--- src/rtl/flop_write_arbiter_if.sv ---
// Bundle of requester-side and register-side signals of the shared-register write arbiter.
// The master side belongs to the requester blocks; the slave side belongs to the arbiter.
interface flop_write_arbiter_if #(
  parameter int N_REQ = 4,
  parameter int WIDTH = 8
);
  localparam int OWN_W = $clog2(N_REQ);

  logic [N_REQ-1:0]       req;
  logic [N_REQ-1:0]       last;
  logic [N_REQ*WIDTH-1:0] wdata;
  logic [N_REQ-1:0]       gnt;
  logic [OWN_W-1:0]       owner;
  logic [WIDTH-1:0]       q;
  logic                   q_wr;

  modport master (
    output req, last, wdata,
    input  gnt, owner, q, q_wr
  );

  modport slave (
    input  req, last, wdata,
    output gnt, owner, q, q_wr
  );
endinterface

--- src/rtl/flop_write_arbiter.sv ---
// Round-robin owner arbitration and beat sequencing for one shared WIDTH-bit register.
// Optional feature macro FLOP_ARB_TIMEOUT_EN: releases the owner after HOLD_MAX writes.
module flop_write_arbiter #(
  parameter int N_REQ    = 4,
  parameter int WIDTH    = 8,
  parameter int HOLD_MAX = 4
) (
  input logic             clock,
  input logic             reset,
  flop_write_arbiter_if.slave bus
);
  localparam int PTR_W = $clog2(N_REQ);

  if (N_REQ < 2 || HOLD_MAX < 1) begin : g_param_check
    $error("flop_write_arbiter: N_REQ must be >= 2 and HOLD_MAX >= 1");
  end

  typedef enum logic {IDLE, OWN} state_t;

  state_t           state;
  logic [PTR_W-1:0] rr_ptr;

  logic [WIDTH-1:0] wdata_arr [N_REQ];
  logic             pick_valid;
  logic [PTR_W-1:0] pick_idx;
  logic [PTR_W-1:0] next_ptr;
  logic             beat;
  logic             timeout;
  logic             release_own;

  always_comb begin
    for (int i = 0; i < N_REQ; i++) begin
      wdata_arr[i] = bus.wdata[i*WIDTH +: WIDTH];
    end
  end

  // Cyclic scan starting at rr_ptr; the first set request wins.
  always_comb begin
    int idx;
    // NOTE: every always_comb output gets a default before any branch, so no latch is inferred.
    pick_valid = 1'b0;
    pick_idx   = '0;
    idx        = 0;
    for (int k = 0; k < N_REQ; k++) begin
      idx = int'(rr_ptr) + k;
      if (idx >= N_REQ) idx = idx - N_REQ;
      if (!pick_valid && bus.req[idx]) begin
        pick_valid = 1'b1;
        pick_idx   = PTR_W'(idx);
      end
    end
  end

  assign beat        = bus.req[bus.owner];
  assign next_ptr    = (bus.owner == PTR_W'(N_REQ - 1)) ? '0 : bus.owner + 1'b1;
  assign release_own = !beat || bus.last[bus.owner] || timeout;

`ifdef FLOP_ARB_TIMEOUT_EN
  localparam int HC_W = $clog2(HOLD_MAX + 1);

  logic [HC_W-1:0] hold_cnt;

  // The beat at this edge is the HOLD_MAX-th write of the current ownership.
  assign timeout = beat && (hold_cnt == HC_W'(HOLD_MAX - 1));
`else
  assign timeout = 1'b0;
`endif

  always_ff @(posedge clock or posedge reset) begin
    if (reset) begin
      state     <= IDLE;
      rr_ptr    <= '0;
      bus.gnt   <= '0;
      bus.owner <= '0;
      bus.q     <= '0;
      bus.q_wr  <= 1'b0;
`ifdef FLOP_ARB_TIMEOUT_EN
      hold_cnt  <= '0;
`endif
    end else begin
      // NOTE: state registers use non-blocking assignments so every register samples pre-edge values.
      bus.q_wr <= 1'b0;
      case (state)
        IDLE: begin
          if (pick_valid) begin
            bus.gnt   <= N_REQ'(1) << pick_idx;
            bus.owner <= pick_idx;
            state     <= OWN;
`ifdef FLOP_ARB_TIMEOUT_EN
            hold_cnt  <= '0;
`endif
          end
        end
        OWN: begin
          if (beat) begin
            bus.q    <= wdata_arr[bus.owner];
            bus.q_wr <= 1'b1;
`ifdef FLOP_ARB_TIMEOUT_EN
            if (hold_cnt != HC_W'(HOLD_MAX)) hold_cnt <= hold_cnt + 1'b1;
`endif
          end
          // owner is deliberately left untouched so it reports the last owner while idle.
          if (release_own) begin
            bus.gnt <= '0;
            rr_ptr  <= next_ptr;
            state   <= IDLE;
          end
        end
        default: state <= IDLE;
      endcase
    end
  end
endmodule

--- src/flat_wrapper.sv ---
// flat-port wrapper written by rule: the top's interface ports become plain ports
module flop_write_arbiter_flat 
#(
  parameter int N_REQ    = 4,
  parameter int WIDTH    = 8,
  parameter int HOLD_MAX = 4
)
  (clock, reset, bus_req, bus_last, bus_wdata, bus_gnt, bus_owner, bus_q, bus_q_wr);
  flop_write_arbiter_if #(.N_REQ(N_REQ), .WIDTH(WIDTH)) bus_i ();
  input logic clock;
  input logic reset;
  input wire logic [$bits(bus_i.req)-1:0] bus_req;
  input wire logic [$bits(bus_i.last)-1:0] bus_last;
  input wire logic [$bits(bus_i.wdata)-1:0] bus_wdata;
  output wire logic [$bits(bus_i.gnt)-1:0] bus_gnt;
  output wire logic [$bits(bus_i.owner)-1:0] bus_owner;
  output wire logic [$bits(bus_i.q)-1:0] bus_q;
  output wire logic [$bits(bus_i.q_wr)-1:0] bus_q_wr;
  assign bus_i.req = bus_req;
  assign bus_i.last = bus_last;
  assign bus_i.wdata = bus_wdata;
  assign bus_gnt = bus_i.gnt;
  assign bus_owner = bus_i.owner;
  assign bus_q = bus_i.q;
  assign bus_q_wr = bus_i.q_wr;
  flop_write_arbiter #(.N_REQ(N_REQ), .WIDTH(WIDTH), .HOLD_MAX(HOLD_MAX)) u_core (.clock(clock), .reset(reset), .bus(bus_i));
endmodule
--- config.mk ---
export PLATFORM = sky130hd
export DESIGN_NAME = flop_write_arbiter_flat
export DESIGN_NICKNAME = d
export VERILOG_FILES = /design/src/rtl/flop_write_arbiter_if.sv /design/src/rtl/flop_write_arbiter.sv /design/src/flat_wrapper.sv
export SDC_FILE = /design/constraint.sdc
export NUM_CORES = 1
export LEC_CHECK = 0
export CAP_MARGIN = 20
export CORE_ASPECT_RATIO = 1.2
export CORE_MARGIN = 2
export CORE_UTILIZATION = 34
export CTS_CLUSTER_SIZE = 40
export DETAILED_ROUTE_END_ITERATION = 8
export GPL_TIMING_DRIVEN = 0
export PLACE_DENSITY = 0.8
export SYNTH_ARGS = -nofsm -noshare
export SYNTH_HDL_FRONTEND = slang
export SYNTH_SLANG_ARGS = --single-unit
--- constraint.sdc ---
create_clock -name clock -period 1.6 [get_ports clock]
set_input_delay 0.32 -clock clock [delete_from_list [all_inputs] [get_ports clock]]
set_output_delay 0.32 -clock clock [all_outputs]
set_load 0.05 [all_outputs]
### Word level (Yosys, flattened, before mapping)

Cells that the tools add are included.

* output and inout port bits: 15
* flip-flop bits (word level): 18
* logic and storage cells: 82
* input bits: 42

* equality and inequality tests: 3
* bitwise operators: 2
* mux-type cells: 40
* reductions and logical operators: 12
* shift-type cells: 1
* order comparisons: 10
* $add $sub $neg: 8

Operators with widths (number)
* 32-bit by 4-bit < comparator with 1-bit output, second input constant: 4
* 32-bit 2-to-1 mux: 4
* 32-bit by 4-bit greater-or-equal comparator with 1-bit output, second input constant: 3
* 32-bit by 4-bit subtractor with 32-bit output, second input constant: 3
* 1-bit 2-to-1 mux: 18
* 8-bit binary-select mux with 2-bit select: 1
* 8-bit 2-to-1 mux: 2
* 1-bit binary-select mux with 2-bit select: 6
* 2-bit 2-to-1 mux: 5
* 4-bit 2-to-1 mux: 2
* 4-bit one-hot mux with 2 select lines: 1
* 2-bit AND reduction: 4
* 2-bit by 2-bit adder with 3-bit output, second input constant: 2
* 1-bit zero test: 4
* 1-bit by 2-bit << shifter with 4-bit output, first input constant: 1
* 2-bit by 3-bit subtractor with 4-bit output, second input constant: 1
* 2-bit by 1-bit adder with 3-bit output, second input constant: 1
* 2-bit by 3-bit greater-or-equal comparator with 1-bit output, second input constant: 1
* 3-bit greater-or-equal comparator, second input constant: 1
* 1-bit logical AND: 3
* 2-bit by 3-bit < comparator with 1-bit output, second input constant: 1
* 2-bit inverter with 3-bit output: 1
* 2-bit by 1-bit adder with 2-bit output, second input constant: 1
* 2-bit equality test, second input constant: 1
* other kinds (5): 5

### Depth between registers and ports, before layout

Gate-level depths: netlist (run 1).

* depth in word-level cells: 18
* mapped depth: 5
* depth with buffers taken out: 4

### Worst setup path before layout (run 1)

No wires, ideal clock.

* kind: reg-to-reg
* start point: reg u_core.bus.owner[0]
* end point: reg u_core.bus.q[0]
* data arrival time: 1.836 ns
* required time: 1.475 ns
* stages on the path, launching flop included: 4
* buffers on the path: 1
* period minus slack after synthesis: 1.961 ns
* setup slack: -0.361 ns
* path through: dfrtp_1 -> buf_2 -> mux4_2 -> mux2_2

* longest elaborated chain between the ends: 4
* elaborated cells on any way between the ends: 7
* those cells by class: mux: 5; bitwise: 1; reduce/logical: 1

RTL lines
* from (decl): RTL line flop_write_arbiter_if.sv:24 `output gnt, owner, q, q_wr`
* from (signal assigned): RTL line flop_write_arbiter.sv:87 `bus.owner <= pick_idx;`
* 2-bit inverter with 3-bit output (implied by the code): RTL line flop_write_arbiter.sv:96 `bus.q <= wdata_arr[bus.owner];`
* 8-bit binary-select mux with 2-bit select: RTL line flop_write_arbiter.sv:96
* 8-bit 2-to-1 mux (implied by the code) (2 in a row): RTL line flop_write_arbiter.sv:96
* to (signal assigned): RTL line flop_write_arbiter.sv:96
* to (decl): RTL line flop_write_arbiter_if.sv:24

Parallel ways exist; a longest one is shown, timed or not. The select of a mux whose other input is x is not followed.
A chain may end at the register's enable or synchronous reset.

### Worst setup path in the final report (run 1)

* start point: reg u_core.bus.owner[0]
* end point: reg u_core.bus.q[5]

Same word-level chain as after synthesis.

==> impl_metrics.yaml, run 1 <==
timing:
  fmax_mhz: 607.3
  setup_slack_ns: -0.04659
  maxSlewHeadroom_pct: 57.70
  tightest_slew_ns: 0.6338
  slew_viol_final: 0
  skew_ns: 0.004381
  fin_crit_sh_pct: 102.9
  report.final.hold_viol_count: 0
  rsz0062_at_grt: "true"
  finalSetupViolCount: 13
  period_needed_ns: 1.647
synthesis:
  synth.avg_cell_area_um2: 14.05
  ys_types: 29
  ys_seq_elements: 18
  synthCells: 74
  synth_edf_count: 0
  synthArstFlopShare_pct: 100.0
  synth_ff_type: "dfrtp_1"
  ys_seq_area_share_pct: 43.32
  synth.cell_area_um2: 1040
  syn_nets: 117
  yosysWarnings: 0
worst_setup_path:
  slowest_delay_ns: 0.61
  crit_slowest_cell: "mux4_2"
  cp_data_required_time_ns: 1.78
  r2r_cells: 3
  endpoint: "u_core.bus.q[5]"
  cp_top_family: "multiplexers"
  worstSetupStartpoint: "u_core.bus.owner[0]"
  r2r-start: "u_core.bus.owner[0]"
  worst-path-stages: 3
  cp-start-kind: "register"
  regToRegSetupSlack_ns: -0.05
  regToRegEndpoint: "u_core.bus.q[5]"
  path_cells: "mux4_2, nand2_4, mux2_2"
  critical_path_arrival_ns: 1.83
  crit_type: "reg -> reg"
  cp-end-kind: "register"
  crit_fanout: 5
  crit_buf_inv: 0
pwr:
  p_clk_share_pct: 8.0
  powerDensity_nw_per_um2: 1978
  combPwrFrac_pct: 65.8
  irDropWorstVdd_mv: 1.272
  seq_power_share_pct: 26.2
  p_sw_w: 0.001569
  leakage_nw: 0.7544
  p_int_w: 0.001819
  p_sw_share_pct: 46.31
global_route:
  grtUsageTotal_pct: 15.79
  grt_max_degree: 19
  grt_pass1_wl_um: 3960
  overflow: 0
  grt_pass1_vias: 916
  antenna_found_initial: 0
placed_design:
  place_area_um2: 1677
  gp_congestion: 0.8279
  dp_hpwl_um: 2005
  portBuffers: 56
  place_inst: 166
final_layout:
  design_area_um2: 1713
  diodes: 0
  multiInputGateArea_um2: 606.8
  layout_common_cells: "37 x clkdlybuf4s50_1, 18 x dlygate4sd2_1, 16 x dfrtp_1"
  nFillCells: 268
  finalNetCount: 179
  drive_gt1_share_pct: 28.15
  instances_no_fill: 171
  seqCellArea_um2: 452.9
  area_growth_pct: 64.74
  layout_commonest_cell: "clkdlybuf4s50_1"
die:
  fp.dieH_um: 64.58
  die_x_um: 54.48
  start_util_pct: 34.65
  fp.dieArea_um2: 3518
  rows: 22
  coreArea_um2: 3000
  pin_count: 57
routing:
  wl_per_cell_um: 14.89
  final_antenna_net_count: 0
  via_per_inst: 5.222
  drt-initial-drc-count: 10
  drc: 0
  vias: 893
  wl_um: 2547
  first_pass_iters: 2
clock_network:
  path_clk_slew_ns: 0.10
  tritoncts: "built"
  cts.sinks: 18
  clk_latency_ns: 0.29
  clk_path_buf_depth: 2
  cts_buffers: 3
  cts_root_buffer: "clkbuf_4"
  cts_htree_levels: 1
status:
  violations: "setup timing"
  status: "finished, violations left"
hold_path:
  hold_class: "in -> async"
run:
  drv_cap: 0
per-stage QoR:
stage	setup TNS [ns]	power [W]	util (%)	hold slack (ns)	worst slack [ns]
after global routing	-1.236	0.003588	57.09	0.4560	-0.1081
after detailed placement	-6.121	0.003211	55.88	0.4762	-0.4257
final	-0.3070	0.003388	57.09	0.3993	-0.04659
after global placement	-5.776	0.003156	55.88	0.4771	-0.4002
after CTS	-0.6178	0.003399	56.92	0.4239	-0.05957
after floorplan	-1.836	0.002538	-	0.2584	-0.1508
synth_stat cells (2+ instances only):
library cell	instances	share of area, %
mux2_4	2	2.9
buf_2	2	0.96
nand2_2	2	1.2
a21oi_1	3	1.4
mux2i_1	2	1.9
mux2_2	8	8.7
a22o_1	2	1.7
inv_1	3	1.1
nand2_1	2	0.72
mux4_2	10	22
dfrtp_1	18	43
nor2_1	3	1.1
cell type report:
type	count	area share, %
timing repair buffer	57	31.85
multi-input combinational	51	35.43
sequential	18	26.44
buffer	2	0.8766
tap	36	2.630
inverter	3	0.6574
clock buffer	4	2.118
registers in the layout, indices dropped and copies added (netlist names):
name              cells
u_core.bus.q          8
u_core.rr_ptr         2
u_core.state          1
u_core.bus.gnt        4
u_core.bus.q_wr       1
u_core.bus.owner      2
cells by family after synthesis:
group | Yosys count | synth area share, %
fa+ha+maj | 1 | 1.203
flops | 18 | 43.32
mux | 22 | 35.14
simple gates | 13 | 8.063
compound gates | 14 | 9.869
buf+inv | 6 | 2.406
worst min-delay path by stage:
stage	from	end	slack [ns]	cells after the start
6_report	reset	u_core.bus.q[5]	0.40	2
5_1_grt	reset	u_core.bus.q[5]	0.46	2
4_1_cts	reset	u_core.bus.q[2]	0.42	2
3_5_place_dp	u_core.bus.gnt[0]	u_core.bus.gnt[0]	0.48	1
3_3_place_gp	u_core.bus.gnt[0]	u_core.bus.gnt[0]	0.48	1
2_1_floorplan	reset	u_core.bus.gnt[0]	0.26	1
worst register-to-register path: cells and delay by family, from the launching register on:
kind / cells / cell delay (ns)
simple gates: 1 / 0.16
flops: 1 / 0.43
mux: 2 / 0.96
power groups by stage:
| stage | Sequential, W | Combinational [W] | Clock [W] |
|---|---|---|---|
| 6_report | 0.000887 | 0.00223 | 0.000272 |
| 5_1_grt | 0.000926 | 0.00236 | 0.000302 |
| 4_1_cts | 0.000864 | 0.00225 | 0.000280 |
| 3_5_place_dp | 0.000875 | 0.00234 | 0 |
| 3_3_place_gp | 0.000864 | 0.00229 | 0 |
| 2_1_floorplan | 0.00149 | 0.00104 | 0 |
what timing repair did:
item | 4_1_cts | 5_1_grt
endpoints found under the setup margin | 29 | 16
pin swaps | 3 | 0
resized for setup | 20 | 3
hold buffers | 0 | 0
gates cloned | 1 | 0
setup buffers | 1 | 0
layer usage:
metal  GRT usage [%]  wire length [um]
met3           2.304               124
met5               0                 0
met4           8.438                87
met1           20.09              1040
met2           25.15              1294
(Power assumes the default switching activity.)
==> run 2, diff against run 1 <==
--- a/config.mk
+++ b/config.mk
@@ -5,7 +5,7 @@
 export SDC_FILE = /design/constraint.sdc
 export NUM_CORES = 1
 export LEC_CHECK = 0
-export CAP_MARGIN = 20
+export CAP_MARGIN = 15
 export CORE_ASPECT_RATIO = 1.2
 export CORE_MARGIN = 2
 export CORE_UTILIZATION = 34
==> results of run 2 <==
No change in the layout: final DEF, timing and power equal those of run 1.
